## src/rtl/rom_upload.sv

```systemverilog
// Serves hps_io upload byte reads from SDRAM on the ce_ref slot, using the download page map.
// A one-byte tagged buffer holds the last fetched byte, refilled by a next-address prefetch.
module rom_upload #(
   parameter int DATA_SLOTS = 1,
   parameter int PREFETCH   = 1
) (
   input  logic        clk_sys,
   input  logic        reset_n,
   input  logic        ce_ref,
   input  logic        ioctl_upload,
   input  logic [7:0]  ioctl_index,
   input  logic        ioctl_rd,
   input  logic [24:0] ioctl_addr,
   input  logic [8:0]  page,
   output logic [7:0]  ioctl_din,
   output logic        ioctl_wait,
   output logic        mem_rd,
   output logic [22:0] mem_a,
   output logic [1:0]  mem_bank,
   input  logic [7:0]  mem_dout
);

   localparam logic [7:0] LAST_SLOT = 8'(DATA_SLOTS - 1);
   localparam logic       PF_EN     = (PREFETCH != 0);

   typedef enum logic [1:0] {
      IDLE  = 2'd0,
      ISSUE = 2'd1,
      DATA  = 2'd2
   } state_t;

   // Returns {mem_a, mem_bank} for a byte address under the download page map.
   function automatic logic [24:0] map_addr(input logic [24:0] addr, input logic [7:0] idx,
                                            input logic [8:0] pg);
      logic [8:0] base;
      logic [1:0] bank;
      logic [7:0] pb;
      pb = pg[7:0] + addr[21:14];
      if (idx == 8'h00) begin
         case (addr[15:14])
            2'd0:    base = 9'h000;
            2'd1:    base = 9'h100;
            2'd2:    base = 9'h107;
            2'd3:    base = 9'h1FF;
            default: base = 9'h000;
         endcase
         bank = {1'b0, addr[16]};
      end else begin
         base = {pg[8], pb};
         bank = {1'b0, &idx[7:6]};
      end
      return {base, addr[13:0], bank};
   endfunction

   function automatic logic addr_oor(input logic [24:0] addr, input logic [7:0] idx);
      logic oor;
      if (idx == 8'h00) begin
         oor = (addr[24:17] != 8'h00);
      end else begin
         oor = (addr[24:22] != 3'b000);
      end
      return oor;
   endfunction

   state_t      state_r, state_s;
   logic [7:0]  cnt_r, cnt_s;
   logic [24:0] fa_r, fa_s;
   logic [7:0]  fi_r, fi_s;
   logic [24:0] tgt_addr_r, tgt_addr_s;
   logic [7:0]  tgt_idx_r, tgt_idx_s;
   logic        tgt_v_r, tgt_v_s;
   logic        pend_r, pend_s;
   logic [24:0] buf_tag_r, buf_tag_s;
   logic [7:0]  buf_idx_r, buf_idx_s;
   logic [7:0]  buf_dat_r, buf_dat_s;
   logic        buf_v_r, buf_v_s;
   logic [7:0]  din_r, din_s;
   logic        wait_r, wait_s;
   logic [22:0] mem_a_r, mem_a_s;
   logic [1:0]  mem_bank_r, mem_bank_s;

   logic        pf_go_s;
   logic [24:0] pf_addr_s;
   logic [7:0]  pf_idx_s;
   logic        pf_oor_s;
   logic [24:0] tgt_map_s;
   logic        req_oor_s;
   logic        hit_s;
   logic        rd_act_s;

   assign tgt_map_s = map_addr(tgt_addr_r, tgt_idx_r, page);
   assign req_oor_s = addr_oor(ioctl_addr, ioctl_index);
   assign rd_act_s  = ioctl_rd & ioctl_upload;
   assign hit_s     = buf_v_r & (buf_tag_r == ioctl_addr) & (buf_idx_r == ioctl_index);

   assign ioctl_din  = din_r;
   assign ioctl_wait = wait_r;
   assign mem_a      = mem_a_r;
   assign mem_bank   = mem_bank_r;
   // The read strobe must coincide with the slot, so it cannot be registered.
   assign mem_rd     = (state_r == ISSUE) & ce_ref & ioctl_upload;

   // Next-state, fetch target, buffer and output-register logic.
   always_comb begin
      state_s    = state_r;
      cnt_s      = cnt_r;
      fa_s       = fa_r;
      fi_s       = fi_r;
      tgt_addr_s = tgt_addr_r;
      tgt_idx_s  = tgt_idx_r;
      tgt_v_s    = tgt_v_r;
      pend_s     = pend_r;
      buf_tag_s  = buf_tag_r;
      buf_idx_s  = buf_idx_r;
      buf_dat_s  = buf_dat_r;
      buf_v_s    = buf_v_r;
      din_s      = din_r;
      wait_s     = wait_r;
      mem_a_s    = mem_a_r;
      mem_bank_s = mem_bank_r;
      pf_go_s    = 1'b0;
      pf_addr_s  = fa_r + 25'd1;
      pf_idx_s   = fi_r;

      case (state_r)
         IDLE: begin
            if (tgt_v_r) begin
               state_s    = ISSUE;
               fa_s       = tgt_addr_r;
               fi_s       = tgt_idx_r;
               mem_a_s    = tgt_map_s[24:2];
               mem_bank_s = tgt_map_s[1:0];
            end else begin
               state_s = IDLE;
            end
         end
         ISSUE: begin
            if (ce_ref) begin
               state_s = DATA;
               cnt_s   = 8'd0;
            end else begin
               state_s = ISSUE;
            end
         end
         DATA: begin
            if (ce_ref && (cnt_r == LAST_SLOT)) begin
               state_s = IDLE;
               cnt_s   = 8'd0;
               // A fetch that no longer matches the wanted address is dropped and relaunched.
               if (tgt_v_r && (fa_r == tgt_addr_r) && (fi_r == tgt_idx_r)) begin
                  buf_v_s   = 1'b1;
                  buf_tag_s = fa_r;
                  buf_idx_s = fi_r;
                  buf_dat_s = mem_dout;
                  tgt_v_s   = 1'b0;
                  if (pend_r) begin
                     din_s   = mem_dout;
                     wait_s  = 1'b0;
                     pend_s  = 1'b0;
                     pf_go_s = 1'b1;
                  end else begin
                     pend_s = 1'b0;
                  end
               end else begin
                  buf_v_s = buf_v_r;
               end
            end else if (ce_ref) begin
               cnt_s = cnt_r + 8'd1;
            end else begin
               cnt_s = cnt_r;
            end
         end
         default: state_s = IDLE;
      endcase

      case ({rd_act_s, req_oor_s, hit_s})
         3'b110, 3'b111: din_s = 8'hFF;
         3'b101: begin
            din_s     = buf_dat_r;
            pf_go_s   = 1'b1;
            pf_addr_s = ioctl_addr + 25'd1;
            pf_idx_s  = ioctl_index;
         end
         3'b100: begin
            tgt_addr_s = ioctl_addr;
            tgt_idx_s  = ioctl_index;
            tgt_v_s    = 1'b1;
            pend_s     = 1'b1;
            wait_s     = 1'b1;
            pf_go_s    = 1'b0;
         end
         default: ;
      endcase

      pf_oor_s = addr_oor(pf_addr_s, pf_idx_s);

      // Session end overrides everything, including a latch in the same cycle.
      casez ({ioctl_upload, pf_go_s & PF_EN, pf_oor_s})
         3'b0??: begin
            state_s = IDLE;
            buf_v_s = 1'b0;
            wait_s  = 1'b0;
            pend_s  = 1'b0;
            tgt_v_s = 1'b0;
         end
         3'b111: begin
            buf_v_s   = 1'b1;
            buf_tag_s = pf_addr_s;
            buf_idx_s = pf_idx_s;
            buf_dat_s = 8'hFF;
            tgt_v_s   = 1'b0;
         end
         3'b110: begin
            tgt_addr_s = pf_addr_s;
            tgt_idx_s  = pf_idx_s;
            tgt_v_s    = 1'b1;
         end
         default: ;
      endcase
   end

   // State and datapath registers.
   always_ff @(posedge clk_sys or negedge reset_n) begin
      if (!reset_n) begin
         state_r    <= IDLE;
         cnt_r      <= 8'd0;
         fa_r       <= 25'd0;
         fi_r       <= 8'd0;
         tgt_addr_r <= 25'd0;
         tgt_idx_r  <= 8'd0;
         tgt_v_r    <= 1'b0;
         pend_r     <= 1'b0;
         buf_tag_r  <= 25'd0;
         buf_idx_r  <= 8'd0;
         buf_dat_r  <= 8'hFF;
         buf_v_r    <= 1'b0;
         din_r      <= 8'hFF;
         wait_r     <= 1'b0;
         mem_a_r    <= 23'd0;
         mem_bank_r <= 2'd0;
      end else begin
         state_r    <= state_s;
         cnt_r      <= cnt_s;
         fa_r       <= fa_s;
         fi_r       <= fi_s;
         tgt_addr_r <= tgt_addr_s;
         tgt_idx_r  <= tgt_idx_s;
         tgt_v_r    <= tgt_v_s;
         pend_r     <= pend_s;
         buf_tag_r  <= buf_tag_s;
         buf_idx_r  <= buf_idx_s;
         buf_dat_r  <= buf_dat_s;
         buf_v_r    <= buf_v_s;
         din_r      <= din_s;
         wait_r     <= wait_s;
         mem_a_r    <= mem_a_s;
         mem_bank_r <= mem_bank_s;
      end
   end

endmodule
```

## config.mk

```make
export PLATFORM = sky130hd
export DESIGN_NAME = rom_upload
export DESIGN_NICKNAME = d
export VERILOG_FILES = /design/src/rtl/rom_upload.sv
export SDC_FILE = /design/constraint.sdc
export NUM_CORES = 1
export LEC_CHECK = 0
export ABC_AREA = 1
export CORE_ASPECT_RATIO = 0.8
export CORE_MARGIN = 10
export CORE_UTILIZATION = 43
export DETAILED_ROUTE_END_ITERATION = 8
export SYNTH_ARGS = -nofsm -noshare
export SYNTH_HDL_FRONTEND = slang
export SYNTH_SLANG_ARGS = --single-unit
```

## constraint.sdc

```tcl
create_clock -name clk_sys -period 4 [get_ports clk_sys]
set_input_delay 0.8 -clock clk_sys [delete_from_list [all_inputs] [get_ports clk_sys]]
set_output_delay 0.8 -clock clk_sys [all_outputs]
set_load 0.005 [all_outputs]
```

==> flow_summary.json <==
{
  "p_sw_share_pct": 40.1,
  "grt_pass1_vias": 10294,
  "clockPowerShare_pct": 27.0,
  "hold_class": "in -> async",
  "die_area_sq_um": 30000,
  "ir_worst_vdd_v": 0.000259,
  "slew_headroom_pct": 54.5,
  "die_w_microns": 191,
  "async_flop_share_pct": 100,
  "synth_cell_types": 44,
  "std_cell_rows": 49,
  "path_buf_inv": 4,
  "power.switching_mw": 2.32,
  "synth_compound_area_share_pct": 5.83,
  "finalWirelength_microns": 40300,
  "finalSetupViolations": 0,
  "cts_hold_buf": 0,
  "comb_power_share_pct": 38.1,
  "track_usage_pct": 26.2,
  "drive_gt1_share_pct": 21.4,
  "syn_to_final_growth_pct": 33.1,
  "min_period_ps": 3830,
  "clockBufferDepth": 2,
  "diodes": 0,
  "routedWlPerCell_microns": 19.3,
  "nNetsFinal": 1834,
  "crit_path_cell_trace": "clkdlybuf4s50_1 > nand2_1 > nor2_2 > buf_12 > nand3_2 > buf_4 > nand2_1 > nand2_1 > nor2_2 > nand2_1 > nor2_2 > nand3_1 > nand2_1 > nand2_1 > nor2_2 > nand3_4 > buf_4 > nand3_2 > o21ai_0 > nand2_1 > nand2_1",
  "vias": 11118,
  "synth_top_family_by_area": "simple AND/OR/NAND/NOR gates",
  "drtPass1Iterations": 6,
  "die_h_microns": 157,
  "power.density_nw_per_um2": 432,
  "core_area_sq_um": 22700,
  "syn_area_sq_um": 10100,
  "h-tree-depth": 4,
  "startpoint_type": "input pin",
  "remaining_drc_errors": 0,
  "synth_seq_area_share_pct": 34.8,
  "p_int_mw": 3.46,
  "crit_fanout": 11,
  "final_cell_mix": "nand2_1, buf_4, inv_1",
  "period_share_pct": 95.8,
  "dpl-instance-area_sq_um": 12400,
  "grt_overflow_total": 0,
  "criticalPathCategory": "in -> reg",
  "cts_buffers": 17,
  "yosys.area_share.adder_pct": 1.44,
  "antenna_found_initial": 0,
  "fmax_mhz": 261,
  "yosys.area.top_type": "dfrtp_1",
  "path_delay_family": "simple AND/OR/NAND/NOR gates",
  "status": "finished clean",
  "crit_required_ps": 4310,
  "syn-mean-instance-area_sq_um": 6.56,
  "synth.top_cell.area_share_pct": 30.6,
  "synthCells": 1534,
  "critPathMostFrequentCell": "nand2_1",
  "place.gp.congestion": 1.00,
  "clkTransAtPathRegs_ps": 70,
  "finalInstanceArea_sq_um": 13400,
  "synthXorXnorAreaFrac_pct": 2.18,
  "ios": 90,
  "p_leak_nw": 6.94,
  "clkSinkCount": 139,
  "dp_hpwl_microns": 31000,
  "synthMuxAreaShare_pct": 0,
  "portBuffers": 88,
  "start_util_pct": 44.2,
  "cp_slowest_cell": "clkdlybuf4s50_1",
  "postRouteAntennaNets": 0,
  "mostFrequentLayoutCell": "nand2_1",
  "syn-num-nets": 1600,
  "fin_skew_ps": 19.2,
  "grt_max_degree": 75,
  "grt_pass1_wl_microns": 60300,
  "synth_ff_type": "dfrtp_1",
  "cp-end-kind": "register",
  "arrival_ps": 4150,
  "clock_latency_ps": 440,
  "seq_power_share_pct": 34.9,
  "avgViaCountPerCell": 5.33,
  "cts_tree": "done",
  "ys_ff_latch": 139,
  "cts-root-buf": "clkbuf_16",
  "synth_edf_count": 0,
  "yosys.area_share.simple_pct": 43.5,
  "setup-tns-final_ps": 0,
  "drv_slew": 0,
  "synthTopCellsByArea": "dfrtp_1, nand2_1, nand3_1",
  "max_stage_delay_ps": 710,
  "yosysWarnings": 0,
  "initialDrtViolationCount": 1246,
  "cap_violations": 0,
  "hold_viol": 0,
  "tightest_slew_ps": 682
}
## synthesized netlist by cell type, types with 4 or more instances
master,instances
o221ai_1,6
xnor2_1,7
ha_1,10
buf_2,13
clkbuf_1,24
nand2_2,13
a21oi_1,26
inv_1,174
inv_2,24
nand3_1,170
o21ai_0,60
o21ai_1,6
nor4_1,8
nor2_1,152
buf_1,4
xor2_1,18
nor2_2,18
nand4_1,65
dfrtp_1,123
nand3_2,12
nor3_1,9
dfstp_2,16
buf_6,10
nand2_1,492
a211oi_1,4
or2_2,21
buf_4,21
## path summary, 6_finish.rpt
check | slack [ps] | end | start | depth (start not counted)
worst max-delay path | 170 | buf_tag_r[2]$_DFFE_PN0P_ | ioctl_upload | 21
worst min-delay path | 330 | buf_tag_r[10]$_DFFE_PN0P_ | reset_n | 1
worst max register to register | 460 | buf_tag_r[2]$_DFFE_PN0P_ | buf_tag_r[6]$_DFFE_PN0P_ | 23
worst min register to register | 490 | ioctl_din[0]$_DFFE_PN1P_ | ioctl_din[0]$_DFFE_PN1P_ | 2
max in group asynchronous | 2770 | buf_dat_r[7]$_DFFE_PN1P_ | reset_n | 2
min in group clk_sys | 490 | ioctl_din[0]$_DFFE_PN1P_ | ioctl_din[0]$_DFFE_PN1P_ | 2
## routing by layer
metal / vias to the layer above / track usage [%] / routed length, microns
met1: 5151 / 39.1 / 19000
met2: 561 / 34.9 / 15900
met3: 55 / 8.22 / 4510
met5: - / 0 / 0
met4: 0 / 7.11 / 811
li1: 5351 / - / -
## state kept, by name, summed over array words and instances (netlist names)
register and flops:
buf_dat_r 8, buf_idx_r 8, buf_tag_r 25, buf_v_r 1, cnt_r 8, fa_r 25
fi_r 8, ioctl_din 8, ioctl_wait 1, mem_a 9, mem_bank 1, pend_r 1
state_r 2, tgt_addr_r 25, tgt_idx_r 8, tgt_v_r 1
## final cells by class
type | instances | area (sq um)
multi-input cells | 1123 | 5510
inverters | 198 | 749
well taps | 306 | 383
flip-flops and latches | 139 | 3500
clock buffers | 19 | 453
repair buffers | 289 | 2690
clock inverters | 13 | 106
fillers | 2185 | 9360
## power groups by stage
| stage | registers, mW | clock network, mW | logic [mW] |
|---|---|---|---|
| 4_1_cts | 1.99 | 1.57 | 2.11 |
| 5_1_grt | 2.04 | 1.63 | 2.42 |
| 3_5_place_dp | 2.01 | 0 | 2.10 |
| 2_1_floorplan | 1.87 | 0 | 1.16 |
| 3_3_place_gp | 2.02 | 0 | 2.09 |
| 6_report | 2.02 | 1.56 | 2.20 |
## through the flow
stage          cells  total power, mW  hold WS [ps]  utilization (%)  setup WS (ps)
2_1_floorplan   1534             3.03           464                -            541
3_3_place_gp    2036             4.11           475             54.3           -438
3_5_place_dp    2036             4.11           476             54.3           -504
4_1_cts         2068             5.68           379             56.8          -2.37
5_1_grt         2087             6.09           404             58.9          -29.7
6_report        2087             5.78           327             58.9            168
## cells by family (layout without fill, tap and decap cells)
group | after synthesis | count (layout)
buffers and inverters | 273 | 519
flip-flops | 139 | 139
other | 1 | 1
AND/OR/NAND/NOR | 977 | 978
AO/OA/AOI/OAI | 108 | 108
adder cells (fa/ha/maj) | 11 | 11
XOR/XNOR | 25 | 25
## timing repair
item	4_1_cts	5_1_grt
gates cloned	0	3
buffers inserted	0	16
pin swaps	0	26
setup endpoints to repair	48	76
gates resized for setup	1	91
No activity file was read; power rests on OpenSTA's default activity.
